--- src/rtl/move_input_ctrl_pkg.sv ---
// Game-wide button/direction codes plus the priority helpers used by the move
// input controller. The game-logic FSM imports the same direction codes.
package move_input_ctrl_pkg;

  typedef logic [1:0] dir_t;

  localparam dir_t DIR_UP    = 2'b00;
  localparam dir_t DIR_DOWN  = 2'b01;
  localparam dir_t DIR_LEFT  = 2'b10;
  localparam dir_t DIR_RIGHT = 2'b11;

  localparam int BTN_UP    = 0;
  localparam int BTN_DOWN  = 1;
  localparam int BTN_LEFT  = 2;
  localparam int BTN_RIGHT = 3;

  // Fixed priority up > down > left > right; only meaningful when p != 0.
  function automatic dir_t prio_dir(input logic [3:0] p);
    if (p[BTN_UP])        return DIR_UP;
    else if (p[BTN_DOWN]) return DIR_DOWN;
    else if (p[BTN_LEFT]) return DIR_LEFT;
    else                  return DIR_RIGHT;
  endfunction

  // True when more than one press bit is set, i.e. someone loses arbitration.
  function automatic logic multi_hot(input logic [3:0] p);
    return (p & (p - 4'd1)) != 4'd0;
  endfunction

endpackage

--- src/rtl/move_input_ctrl_if.sv ---
// Valid/ready move channel between the input controller and the game logic.
interface move_input_ctrl_if;
  import move_input_ctrl_pkg::*;

  logic move_valid;
  logic move_ready;
  dir_t move_dir;

  modport master (output move_valid, output move_dir, input move_ready);
  modport slave  (input move_valid, input move_dir, output move_ready);

endinterface

--- src/rtl/move_input_ctrl_debounce_cell.sv ---
// One button lane: synchroniser, stability counter, debounced level and a
// single-cycle pulse one clock after the level rises.
module btn_debounce_cell #(
  parameter int STABLE_COUNT = 4,
  parameter int SYNC_STAGES  = 2
) (
  input  logic clk,
  input  logic rst_n,
  input  logic sample_en,
  input  logic btn_raw,
  output logic btn_level,
  output logic press
);

  localparam logic [3:0] CNT_LAST = 4'(STABLE_COUNT - 1);

  logic [SYNC_STAGES-1:0] sync_q;
  logic                   sync_btn;
  logic [3:0]             cnt;
  logic                   level_d;

  assign sync_btn = sync_q[SYNC_STAGES-1];

  // Shift the raw button through the metastability chain.
  always_ff @(posedge clk or negedge rst_n) begin
    if (!rst_n) sync_q <= '0;
    else        sync_q <= {sync_q[SYNC_STAGES-2:0], btn_raw};
  end

  // Flip the level only after STABLE_COUNT consecutive differing samples.
  always_ff @(posedge clk or negedge rst_n) begin
    if (!rst_n) begin
      cnt       <= 4'd0;
      btn_level <= 1'b0;
    end else if (sample_en) begin
      if (sync_btn != btn_level) begin
        if (cnt == CNT_LAST) begin
          btn_level <= sync_btn;
          cnt       <= 4'd0;
        end else begin
          cnt <= cnt + 4'd1;
        end
      end else begin
        cnt <= 4'd0;
      end
    end
  end

  // Registered rising-edge detect; releases produce nothing.
  always_ff @(posedge clk or negedge rst_n) begin
    if (!rst_n) begin
      level_d <= 1'b0;
      press   <= 1'b0;
    end else begin
      level_d <= btn_level;
      press   <= btn_level & ~level_d;
    end
  end

endmodule

--- src/rtl/move_input_ctrl.sv ---
// Move input controller: samples the buttons on each divided-clock rising
// edge, debounces them and hands one move per press to the game logic.
//
//   state | meaning
//   IDLE  | no move pending, waiting for a press
//   HOLD  | move_valid high, move_dir frozen until move_ready is seen
module move_input_ctrl
  import move_input_ctrl_pkg::*;
#(
  parameter int STABLE_COUNT = 4,
  parameter int SYNC_STAGES  = 2
) (
  input  logic               clk,
  input  logic               rst_n,
  input  logic               tick_clk,
  input  logic [3:0]         btn_raw,
  move_input_ctrl_if.master  mv,
  output logic [3:0]         btn_state,
  output logic               move_drop
);

  typedef enum logic {IDLE, HOLD} state_t;

  state_t     state_q, state_d;
  dir_t       dir_q, dir_d;
  logic       drop_q, drop_d;
  logic       tick_d;
  logic       sample_en;
  logic [3:0] press;

  assign sample_en = tick_clk & ~tick_d;

  // Delay the divided clock by one clk to find its rising edge.
  always_ff @(posedge clk or negedge rst_n) begin
    if (!rst_n) tick_d <= 1'b0;
    else        tick_d <= tick_clk;
  end

  for (genvar i = 0; i < 4; i++) begin : g_btn
    btn_debounce_cell #(
      .STABLE_COUNT (STABLE_COUNT),
      .SYNC_STAGES  (SYNC_STAGES)
    ) u_cell (
      .clk       (clk),
      .rst_n     (rst_n),
      .sample_en (sample_en),
      .btn_raw   (btn_raw[i]),
      .btn_level (btn_state[i]),
      .press     (press[i])
    );
  end

  // Handshake state, direction and drop pulse registers.
  always_ff @(posedge clk or negedge rst_n) begin
    if (!rst_n) begin
      state_q <= IDLE;
      dir_q   <= DIR_UP;
      drop_q  <= 1'b0;
    end else begin
      state_q <= state_d;
      dir_q   <= dir_d;
      drop_q  <= drop_d;
    end
  end

  // Capture the winning press in IDLE; anything arriving in HOLD is dropped.
  always_comb begin
    state_d = state_q;
    dir_d   = dir_q;
    drop_d  = 1'b0;
    case (state_q)
      IDLE: begin
        if (press != 4'd0) begin
          dir_d   = prio_dir(press);
          drop_d  = multi_hot(press);
          state_d = HOLD;
        end
      end
      HOLD: begin
        drop_d = (press != 4'd0);
        if (mv.move_ready) state_d = IDLE;
      end
      default: state_d = IDLE;
    endcase
  end

  assign mv.move_valid = (state_q == HOLD);
  assign mv.move_dir   = dir_q;
  assign move_drop     = drop_q;

endmodule

--- src/flat_wrapper.sv ---
// flat-port wrapper written by rule: the top's interface ports become plain ports
module move_input_ctrl_flat import move_input_ctrl_pkg::*;
#(
  parameter int STABLE_COUNT = 4,
  parameter int SYNC_STAGES  = 2
)
  (clk, rst_n, tick_clk, btn_raw, btn_state, move_drop, mv_move_valid, mv_move_dir, mv_move_ready);
  move_input_ctrl_if mv_i ();
  input  logic clk;
  input  logic rst_n;
  input  logic tick_clk;
  input  logic [3:0] btn_raw;
  output logic [3:0] btn_state;
  output logic move_drop;
  output wire logic [$bits(mv_i.move_valid)-1:0] mv_move_valid;
  output wire logic [$bits(mv_i.move_dir)-1:0] mv_move_dir;
  input wire logic [$bits(mv_i.move_ready)-1:0] mv_move_ready;
  assign mv_move_valid = mv_i.move_valid;
  assign mv_move_dir = mv_i.move_dir;
  assign mv_i.move_ready = mv_move_ready;
  move_input_ctrl #(.STABLE_COUNT(STABLE_COUNT), .SYNC_STAGES(SYNC_STAGES)) u_core (.clk(clk), .rst_n(rst_n), .tick_clk(tick_clk), .btn_raw(btn_raw), .mv(mv_i), .btn_state(btn_state), .move_drop(move_drop));
endmodule
--- config.mk ---
export PLATFORM = sky130hd
export DESIGN_NAME = move_input_ctrl_flat
export DESIGN_NICKNAME = d
export VERILOG_FILES = /design/src/rtl/move_input_ctrl_pkg.sv /design/src/rtl/move_input_ctrl_if.sv /design/src/rtl/move_input_ctrl_debounce_cell.sv /design/src/rtl/move_input_ctrl.sv /design/src/flat_wrapper.sv
export SDC_FILE = /design/constraint.sdc
export NUM_CORES = 1
export LEC_CHECK = 0
export CAP_MARGIN = 0
export CORE_ASPECT_RATIO = 0.6
export CORE_MARGIN = 3
export CORE_UTILIZATION = 58
export CTS_CLUSTER_DIAMETER = 120
export DETAILED_ROUTE_END_ITERATION = 7
export PLACE_DENSITY = 0.79
export SYNTH_ARGS = -nofsm -noshare
export SYNTH_HDL_FRONTEND = slang
export SYNTH_SLANG_ARGS = --single-unit
--- constraint.sdc ---
create_clock -name clk -period 2.2 [get_ports clk]
set_input_delay 0.55 -clock clk [delete_from_list [all_inputs] [get_ports clk]]
set_output_delay 0.55 -clock clk [all_outputs]
set_load 0.01 [all_outputs]
==> flow_results.org <==
** Global routing
- Antenna violations before repair :: 0
- Maximum number of pins on one net before global-route repair :: 28
- Global routing used 19.20% of the available tracks.
- The total overflow left after global routing is 0.
- The number of global-route vias before repair was 1178.
- Global-route wire length before repair :: 5.119 mm

** Logic synthesis
- Of all flip-flops after synthesis, the portion carrying an async set or reset was 100.0%.
- Post-synth top area cell :: dfrtp_1
- After Yosys synthesis, and, or, nand and nor cells account for 15.20% of the synthesized area.
- Avg Synthesized Cell Area :: 11.67 um2
- The synthesized netlist devotes 11.75% of its cell area to compound gates.
- Post-synthesis instance area :: 0.001704 mm2
- Yosys warning count :: 0
- Among all cell types in the netlist, the one instantiated most often is dfrtp_1.
- In the synthesized netlist the dominant register cell turns out to be dfrtp_1.
- The synthesized netlist devotes 2.056% of its cell area to XOR and XNOR gates.
- The cell count after synthesis came out at 146.
- Dominant cells by area after synthesis :: dfrtp_1 (60%), nor2b_1 (3.7%), o21ai_0 (3.5%)
- Number of enable-type register cells in the synthesized netlist :: 0
- Multiplexer cells account for 3.231% of the synthesized area.
- The top cell type by area accounts for 60.21% of the synthesized area.
- Portion of the post-synthesis area used by sequential elements :: 60.21%
- After Yosys synthesis, full adders, half adders and majority gates account for 3.524% of the synthesized area.
- Combinational family with the most area after synthesis :: simple AND/OR/NAND/NOR gates
- The netlist uses 29 different library cells.
- #FFs+latches synth :: 41
- When the netlist entered floorplanning its net count stood at 158.
- By count the netlist is led by dfrtp_1 (41), nand2_1 (13), nor2_1 (12), o21ai_0 (12), nor2b_1 (10).

** Clock tree
- Count of buffers added by post-CTS timing repair for setup :: 0
- Total number of H-tree levels :: 2
- The number of gates resized after CTS was 0.
- Clock Tree Buf Depth :: 2
- Number of sinks driven by the clock tree :: 41
- Cell chosen for the clock root :: clkbuf_8
- CTS clock-pin slew for the worst setup and hold paths :: 0.09 ns
- For this design, the CTS-stage hold fixing added 0 buffers.
- Number of buffers added by the clock tree synthesis step :: 5
- TritonCTS built the clock tree.
- Clock latency on the worst-skew pair :: 0.30 ns

** Setup path
- Crit path max fanout :: 10
- The number of cells on the worst reg-to-reg path is 4.
- Number of buffer and inverter instances along the worst setup path :: 1
- Worst flop-to-flop path startpoint :: u_core.g_btn[1].u_cell.cnt[0]$_DFFE_PN0P_
- Data on the critical path arrives at its endpoint at 1.49 ns.
- Traced cell by cell, the critical path runs through clkdlybuf4s50_1.
- Worst setup EP type :: output pin
- At the worst endpoint, the required time is 1.65 ns.
- Maximum single-stage delay on the critical path :: 0.63 ns
- The worst register-to-register path ends at u_core.g_btn[1].u_cell.btn_level$_DFFE_PN0P_.
- Worst setup path category :: flop to output pin
- Setup slack of the worst register-to-register path :: 0.78 ns
- Top Family by Delay on Critical Path :: buffers and inverters
- Slowest CP cell :: clkdlybuf4s50_1
- Element type at the critical path start :: flop

** Timing
- Final-layout setup total negative slack :: 0 ns
- Worst-case hold slack :: 0.1496 ns
- For the pin with the worst max-slew slack, the measured transition is 0.4417 ns.
- Achievable frequency :: 0.4904 GHz
- Setup repair after global routing left no endpoint under its margin.
- Hold Vio Cnt, Final :: 0
- Headroom to the max-slew limit came out at 69.79%.
- Worst setup skew after layout :: 0.01114 ns
- Clock period minus worst slack :: 2.039 ns
- Max-slew violation count :: 0
- Setup violations remaining at the end of the flow were counted as 0.
- The worst path uses 92.68% of the clock period.

** Run status
- Status :: completed

** Route
- Routed Antenna Nets :: 0
- In the routed layout, each cell is associated on average with a via count of 5.637.
- The detailed router finished its first iteration with 54 violations.
- Wire per inst :: 15.35 um
- The pre-antenna-repair detailed-routing pass consisted of 4 iterations.
- Number of vias in the routed layout :: 1150
- The routed design has 3.131 mm of wire.
- After detailed routing, the number of remaining DRC violations is 0.

** Die
- Initial core utilization :: 64.43%
- Overall die height :: 47.99 um
- Row count :: 14
- The region available for standard cell placement spans 0.002645 mm2.
- Die extent in x :: 75.98 um
- The floorplan step defined a die boundary enclosing 0.003646 mm2.
- I/O pin cnt :: 16

** Layout
- Area added between synthesis and finish :: 15.27%
- The net count of the finished layout is 175.
- Share of cells above drive strength 1 :: 9.756%
- Antenna diodes :: 0

** Power and ir drop
- Pwr dens :: 1154 mW/mm2
- Power comes to 2.268 mW.
- In this run the static leakage power is 0.8949 nW.
- Maximum vdd drop :: 0.8379 mV

** Place
- PortBufs :: 15
- Last weighted congestion value of the routability-driven placer :: 0.8355
- After legalization and detailed placement, the total HPWL measured 2.286 mm.

** Min path
- The min-delay analysis places its worst path in the category input pin to async pin.

** Job
- Max-cap violations in this run came to 0.
==> worst max path at each step <==
stage	from	endpoint	slack (ns)	cells after the start
6_report	u_core.mv.move_valid$_DFF_PN0_	mv_move_valid	0.16	1
5_1_grt	u_core.mv.move_valid$_DFF_PN0_	mv_move_valid	0.12	1
4_1_cts	u_core.mv.move_valid$_DFF_PN0_	mv_move_valid	0.17	1
3_5_place_dp	tick_clk	u_core.g_btn[1].u_cell.cnt[2]$_DFFE_PN0P_	0.26	5
3_3_place_gp	tick_clk	u_core.g_btn[1].u_cell.cnt[2]$_DFFE_PN0P_	0.29	5
2_1_floorplan	tick_clk	u_core.g_btn[0].u_cell.btn_level$_DFFE_PN0P_	0.95	3
==> where the power goes <==
| part | switching, mW | leakage, nW | internal [mW] |
|---|---|---|---|
| sequential | 0.209 | 0.527 | 0.955 |
| combinational | 0.285 | 0.331 | 0.328 |
| clock | 0.268 | 0.0364 | 0.222 |
==> cell usage in the layout, fill, tap and decap left out, drive strengths merged <==
cell,instances
dfrtp,41
clkdlybuf4s50,14
nand2,13
nor2,12
o21ai,12
nor2b,11
a22o,6
clkbuf,5
a21oi,4
inv,4
nor3b,4
mux2,4
ha,4
xnor2,3
and3,3
a32o,3
clkinvlp,3
buf,3
nor3,2
nand2b,2
o22ai,2
nand3,2
a2111oi,1
maj3,1
or4,1
xor2,1
o211ai,1
o22a,1
mux2i,1
==> final cells by class <==
class                           instances  area (um2)
Timing Repair Buffer                   17       172.7
Tap cell                               40       50.05
Fill cell                             192       680.7
Multi-Input combinational cell         94       609.3
Sequential cell                        41        1026
Clock inverter                          3       22.52
Inverter                                4       15.01
Clock buffer                            5       68.82
==> cell families after synthesis <==
logic type	Yosys count
buffers and inverters	11
AOI/OAI and AO/OA	30
muxes	5
DFF	41
xor gates and xnor gates	4
adders and majority gates	5
and+or+nand+nor	50
==> flip-flops by register name, summed over array words and instances, names as in the netlist <==
register and cells:
u_core.g_btn.u_cell.cnt 16, u_core.g_btn.u_cell.sync_q 8, u_core.g_btn.u_cell.btn_level 4, u_core.g_btn.u_cell.level_d 4
u_core.g_btn.u_cell.press 4, u_core.mv.move_dir 2, u_core.move_drop 1, u_core.mv.move_valid 1
u_core.tick_d 1
==> per-layer routing <==
layer	part of all wire (%)	GRT usage (%)	vias up
li1	-	-	536
met1	43	21.72	560
met2	48	33.45	43
met3	5.3	6.579	11
met4	2.8	12.27	0
met5	0	0	-
==> stage by stage <==
stage          utilization, %  instances  cell area (um2)  setup WS [ns]
4_1_cts                 74.27        204             1964         0.1678
3_3_place_gp            70.81        196             1873         0.2901
6_report                74.27        204             1964         0.1610
3_5_place_dp            70.81        196             1873         0.2559
2_1_floorplan               -        146             1704         0.9454
5_1_grt                 74.27        204             1964         0.1231
No activity file was read; power rests on OpenSTA's default activity.
==> edit 1: new RTL, same settings <==
`SYNC_STAGES` is set to 2 in 3 places; all go to 4.
--- a/src/rtl/move_input_ctrl_debounce_cell.sv
+++ b/src/rtl/move_input_ctrl_debounce_cell.sv
@@ -4,3 +4,3 @@
   parameter int STABLE_COUNT = 4,
-  parameter int SYNC_STAGES  = 2
+  parameter int SYNC_STAGES  = 4
 ) (
--- a/src/rtl/move_input_ctrl.sv
+++ b/src/rtl/move_input_ctrl.sv
@@ -10,3 +10,3 @@
   parameter int STABLE_COUNT = 4,
-  parameter int SYNC_STAGES  = 2
+  parameter int SYNC_STAGES  = 4
 ) (
--- a/src/flat_wrapper.sv
+++ b/src/flat_wrapper.sv
@@ -4,3 +4,3 @@
   parameter int STABLE_COUNT = 4,
-  parameter int SYNC_STAGES  = 2
+  parameter int SYNC_STAGES  = 4
 )
Behaviour: not the same (Yosys sat finds a counterexample within 10 cycles, from zero or initial values and one cycle with rst_n low).
==> edit 1 against the original RTL <==
- power grew 11%
- global-route usage shrank 1.8 points
- cell area grew 12%
- combinational power shrank 3%
- sequential cell count grew 8
- synthesized area grew 13%
- setup slack gained 0.085 ns
- routed wire length shrank 4.7%
- critical path type unchanged
==> edit 1: results (changes against the original RTL) <==
syn-num-nets: 164  # was 158
worst_ep_arrival_time_ns: 1.40  # was 1.49 ns
power.switching_uw: 753.3  # was 762.6 uW
cts_root_buf: "clkbuf_8"  # unchanged
firstDrtPassIters: 4  # unchanged
reg_top3: "u_core.g_btn.u_cell.cnt: 16 flops, u_core.g_btn.u_cell.sync_q: 16 flops"  # was u_core.g_btn.u_cell.cnt: 16 flops, u_core.g_btn.u_cell.sync_q: 8 flops
grt_max_degree: 50  # was 28
synth-compound-area-share: 0.1218  # was 0.1175
finClkSkew_ns: 0.005832  # was 0.01114 ns
dpl.hpwl_mm: 2.126  # was 2.286 mm
vias_per_cell: 5.464  # was 5.637
antenna_cells: 0  # unchanged
gp_congestion: 0.8111  # was 0.8355
grt.total_usage: 0.1744  # was 0.1920
drtIter0Drc: 72  # was 54
worstSkewPairLatency_ns: 0.29
synth_commonest_cells: "49 x dfrtp_1, 12 x nor2_1, 11 x nand2_1"  # was 41 x dfrtp_1, 13 x nand2_1, 12 x nor2_1, 12 x o21ai_0, 10 x nor2b_1
nets: 180  # was 175
ys_warn_count: 0  # unchanged
tightest_slew_ns: 0.5737  # was 0.4417 ns
p_leak_uw: 0.001027  # was 0.0008949 uW
cts_buffer_depth: 2  # unchanged
final_layout_size_suffix_gt1_frac: 0.1065  # was 0.09756
wl_mm: 2.985  # was 3.131 mm
cpPeakStageDelay_ns: 0.60  # was 0.63 ns
hold_class: "in2async"  # unchanged
status: "complete, no violations"  # unchanged
grt_pass1_vias: 1167  # was 1,178
synth-adder-area-share: 0.03109  # was 0.03524
cp_max_fo: 10  # unchanged
ys_types: 36  # was 29
synth_mux_area_frac: 0.02267  # was 0.03231
synth_xor_area_frac: 0.02591  # was 0.02056
io_buffers: 15  # unchanged
grt_pass1_wl_mm: 5.395  # was 5.119 mm
cp_top_family: "buffers and inverters"  # unchanged
irDropWorstVdd_uv: 651.6  # was 837.9 uV
cts_htree_levels: 2  # unchanged
ys_seq_area_frac: 0.6347  # was 0.6021
ys_top_cells_by_area: "dfrtp_1 63%, nor2b_1 3.2%, a22o_1 3.2%"  # was dfrtp_1 60%, nor2b_1 3.7%, o21ai_0 3.5%
edit 1: cell types whose count changed in the layout (fill, tap and decap cells not counted), moves of 2 or more:
cell        change
o21ai_2         +2
o21ai_1         +4
clkinvlp_4      -3
xnor2_1         -2
o21ai_0         -7
nand2_1         -2
mux2_1          +2
dfrtp_1         +8
xnor2_2         +2
mux2_2          -3
edit 1: final timing paths:
path | endpoint | start | slack (ns)
max in group asynchronous | u_core.g_btn[3].u_cell.cnt[3] | rst_n | 1.48
worst max-delay path | mv_move_valid | u_core.mv.move_valid | 0.25
worst min register to register | u_core.g_btn[2].u_cell.sync_q[3] | u_core.g_btn[2].u_cell.sync_q[2] | 0.35
worst max register to register | u_core.g_btn[2].u_cell.btn_level | u_core.g_btn[2].u_cell.cnt[0] | 0.69
min in group clk | u_core.g_btn[2].u_cell.sync_q[3] | u_core.g_btn[2].u_cell.sync_q[2] | 0.35
worst min-delay path | u_core.g_btn[0].u_cell.cnt[1] | rst_n | 0.34
edit 1: power groups by stage:
stage	Sequential [uW]	Combinational [uW]	Clock [uW]
6_report	1290	594	624
4_1_cts	1290	603	642
2_1_floorplan	1250	429	0
5_1_grt	1330	662	691
3_3_place_gp	1290	570	0
3_5_place_dp	1310	600	0
edit 1: layout make-up:
class	count	area (sq um)
fill	202	823.3
clock buffer	5	68.82
multi-input combinational	92	639.4
sequential	49	1226
timing repair buffer	16	152.6
tap	42	52.55
clock inverter	3	43.79
inverter	4	15.01
edit 1: metrics by stage:
stage	cells	hold slack (ns)	utilization	worst slack, ns	instance area [sq um]
floorplan	152	0.2544	-	0.9488	1932
global placement	203	0.3329	0.6903	0.2942	2086
detailed placement	203	0.3355	0.6903	0.2320	2086
CTS	211	0.3528	0.7275	0.2310	2198
global route	211	0.3658	0.7275	0.1789	2198
finish	211	0.3358	0.7275	0.2457	2198
edit 1: logic make-up after synthesis:
kind of cell | after synthesis
XOR/XNOR | 4
AO/OA/AOI/OAI | 32
adder cells (fa/ha/maj) | 5
buffers and inverters | 11
flip-flops | 49
AND/OR/NAND/NOR | 47
multiplexers | 4
edit 1: metal layers:
layer  share of wire  track usage  wire length, microns
met3           0.041      0.05914                   122
met1            0.51       0.2488                  1510
met4          0.0044      0.03652                    13
met2            0.45       0.2610                  1338
met5               0            0                     0
==> edit 2: new RTL, same settings <==
Made on the original files. Compare `cnt` against `CNT_LAST` with >= in place of ==.
--- a/src/rtl/move_input_ctrl_debounce_cell.sv
+++ b/src/rtl/move_input_ctrl_debounce_cell.sv
@@ -36,3 +36,3 @@
       if (sync_btn != btn_level) begin
-        if (cnt == CNT_LAST) begin
+        if (cnt >= CNT_LAST) begin
           btn_level <= sync_btn;
Function: no difference found for any inputs over 10 cycles, from zero or initial values and one cycle with rst_n low; that may be too few to reach the edited logic, so the function may still have changed.
==> edit 2 against the original RTL <==
- synthesized cell count fell by 16%
- synthesized area fell by 9.4%
- critical path depth did not move
- cell area fell by 9.6%
- routed wire length fell by 25%
- clock power fell by 4.1%
- power fell by 6.1%
- setup slack improved by 0.10 ns
- first-iteration DRC count fell by 39%
- final cell count fell by 16%
- highest routed layer unchanged
- worst hold slack improved by 0.17 ns
- sequential cell count did not move
- count of clock-buffer cells in the layout rose by 2
==> edit 2: results (changes against the original RTL) <==
route.vias.total: 897  # was 1,150
syn-num-nets: 135  # was 158
cts_buffer_depth: 2  # unchanged
firstDrtPassIters: 4  # unchanged
status: "complete, no violations"  # unchanged
grt_pass1_wl_mm: 4.105  # was 5.119 mm
grt_pass1_vias: 914  # was 1,178
final_layout_size_suffix_gt1_frac: 0.09929  # was 0.09756
finClkSkew_ns: 0.003484  # was 0.01114 ns
fin_setup_tns_ns: 0  # unchanged
dpl.hpwl_mm: 1.689  # was 2.286 mm
synth_commonest_cells: "41 x dfrtp_1, 10 x nor2_1, 8 x and2_1, 8 x o21ai_0"  # was 41 x dfrtp_1, 13 x nand2_1, 12 x nor2_1, 12 x o21ai_0, 10 x nor2b_1
irDropWorstVdd_uv: 744.4  # was 837.9 uV
grt_max_degree: 42  # was 28
antenna_found_initial: 0  # unchanged
grt.total_usage: 0.1709  # was 0.1920
drtIter0Drc: 33  # was 54
worst_ep_arrival_time_ns: 1.39  # was 1.49 ns
wl_mm: 2.336  # was 3.131 mm
ctsResizeCount: 0  # unchanged
cts_root_buf: "clkbuf_8"  # unchanged
gp_congestion: 0.7583  # was 0.8355
synth-async-reset-ratio: 1.000  # unchanged
worstSkewPairLatency_ns: 0.28  # was 0.30 ns
ys_warn_count: 0  # unchanged
cts_hold_buf: 0  # unchanged
p_leak_uw: 0.0008417  # was 0.0008949 uW
clk_pin_slew_ns: 0.07  # was 0.09 ns
antenna_cells: 0  # unchanged
io_buffers: 15  # unchanged
critPathSlowestCell: "clkdlybuf4s50_1"  # unchanged
hold_viol: 0  # unchanged
hold_class: "in2async"  # unchanged
cp_top_family: "buffers and inverters"  # unchanged
ys_types: 22  # was 29
ys_top_cells_by_area: "dfrtp_1 66%, and2_1 3.2%, ha_1 3.2%"  # was dfrtp_1 60%, nor2b_1 3.7%, o21ai_0 3.5%
drc: 0  # unchanged
postCtsSetupBuffers: 0  # unchanged
ys_seq_area_frac: 0.6645  # was 0.6021
reg_top3: "u_core.g_btn.u_cell.cnt: 16 flops, u_core.g_btn.u_cell.sync_q: 8 flops"  # unchanged
nets: 153  # was 175
cpPeakStageDelay_ns: 0.60  # was 0.63 ns
tightest_slew_ns: 0.5419  # was 0.4417 ns
cts_buffers: 5  # unchanged
==> edit 2: routing by layer <==
layer	vias up	track usage	routed length, microns
li1	443	-	-
met1	432	0.2206	1159
met2	18	0.2688	1037
met3	4	0.05507	103
met4	0	0.07721	36
met5	-	0	0
==> edit 2: power by group <==
group          internal (uW)  switching, uW  leakage [uW]
Sequential               947            174      0.000528
Clock                    248            222     0.0000443
Combinational            298            241      0.000269
Total                   1490            637      0.000842
==> edit 2: layout make-up <==
type / count / area [sq um]
sequential: 41 / 1026
fill: 168 / 566.8
multi-input combinational: 70 / 439.2
timing repair buffer: 18 / 167.7
clock buffer: 7 / 86.33
tap: 30 / 37.54
inverter: 5 / 18.77
==> edit 2: cell families (layout without fill, tap and decap cells) <==
family          Yosys count  count (layout)  synth area share
compound gates           14              14           0.05106
xor+xnor                  4               4           0.02269
fa+ha+maj                 5               5           0.03890
buf+inv                  12              30           0.05106
flops                    41              41            0.6645
mux                       4               4           0.02917
simple gates             43              43            0.1426
==> edit 2: final timing paths <==
path	slack, ns	startpoint	end	cells after the start
min in group clk	0.35	u_core.g_btn[2].u_cell.sync_q[0]	u_core.g_btn[2].u_cell.sync_q[1]	0
hold reg to reg	0.35	u_core.g_btn[2].u_cell.sync_q[0]	u_core.g_btn[2].u_cell.sync_q[1]	0
hold / removal	0.32	rst_n	u_core.mv.move_valid	2
setup / recovery	0.26	u_core.mv.move_valid	mv_move_valid	1
setup reg to reg	0.77	u_core.g_btn[0].u_cell.cnt[0]	u_core.g_btn[0].u_cell.btn_level	4
max in group asynchronous	1.55	rst_n	u_core.g_btn[1].u_cell.level_d	2
==> edit 2: stage by stage <==
| step | area, sq um | worst slack [ns] | power (uW) | instances |
|---|---|---|---|---|
| floorplan | 1544 | 0.8760 | 1476 | 123 |
| global placement | 1689 | 0.1863 | 1622 | 164 |
| detailed placement | 1689 | 0.1670 | 1684 | 164 |
| CTS | 1775 | 0.2491 | 2156 | 171 |
| global route | 1775 | 0.1753 | 2279 | 171 |
| finish | 1775 | 0.2620 | 2130 | 171 |
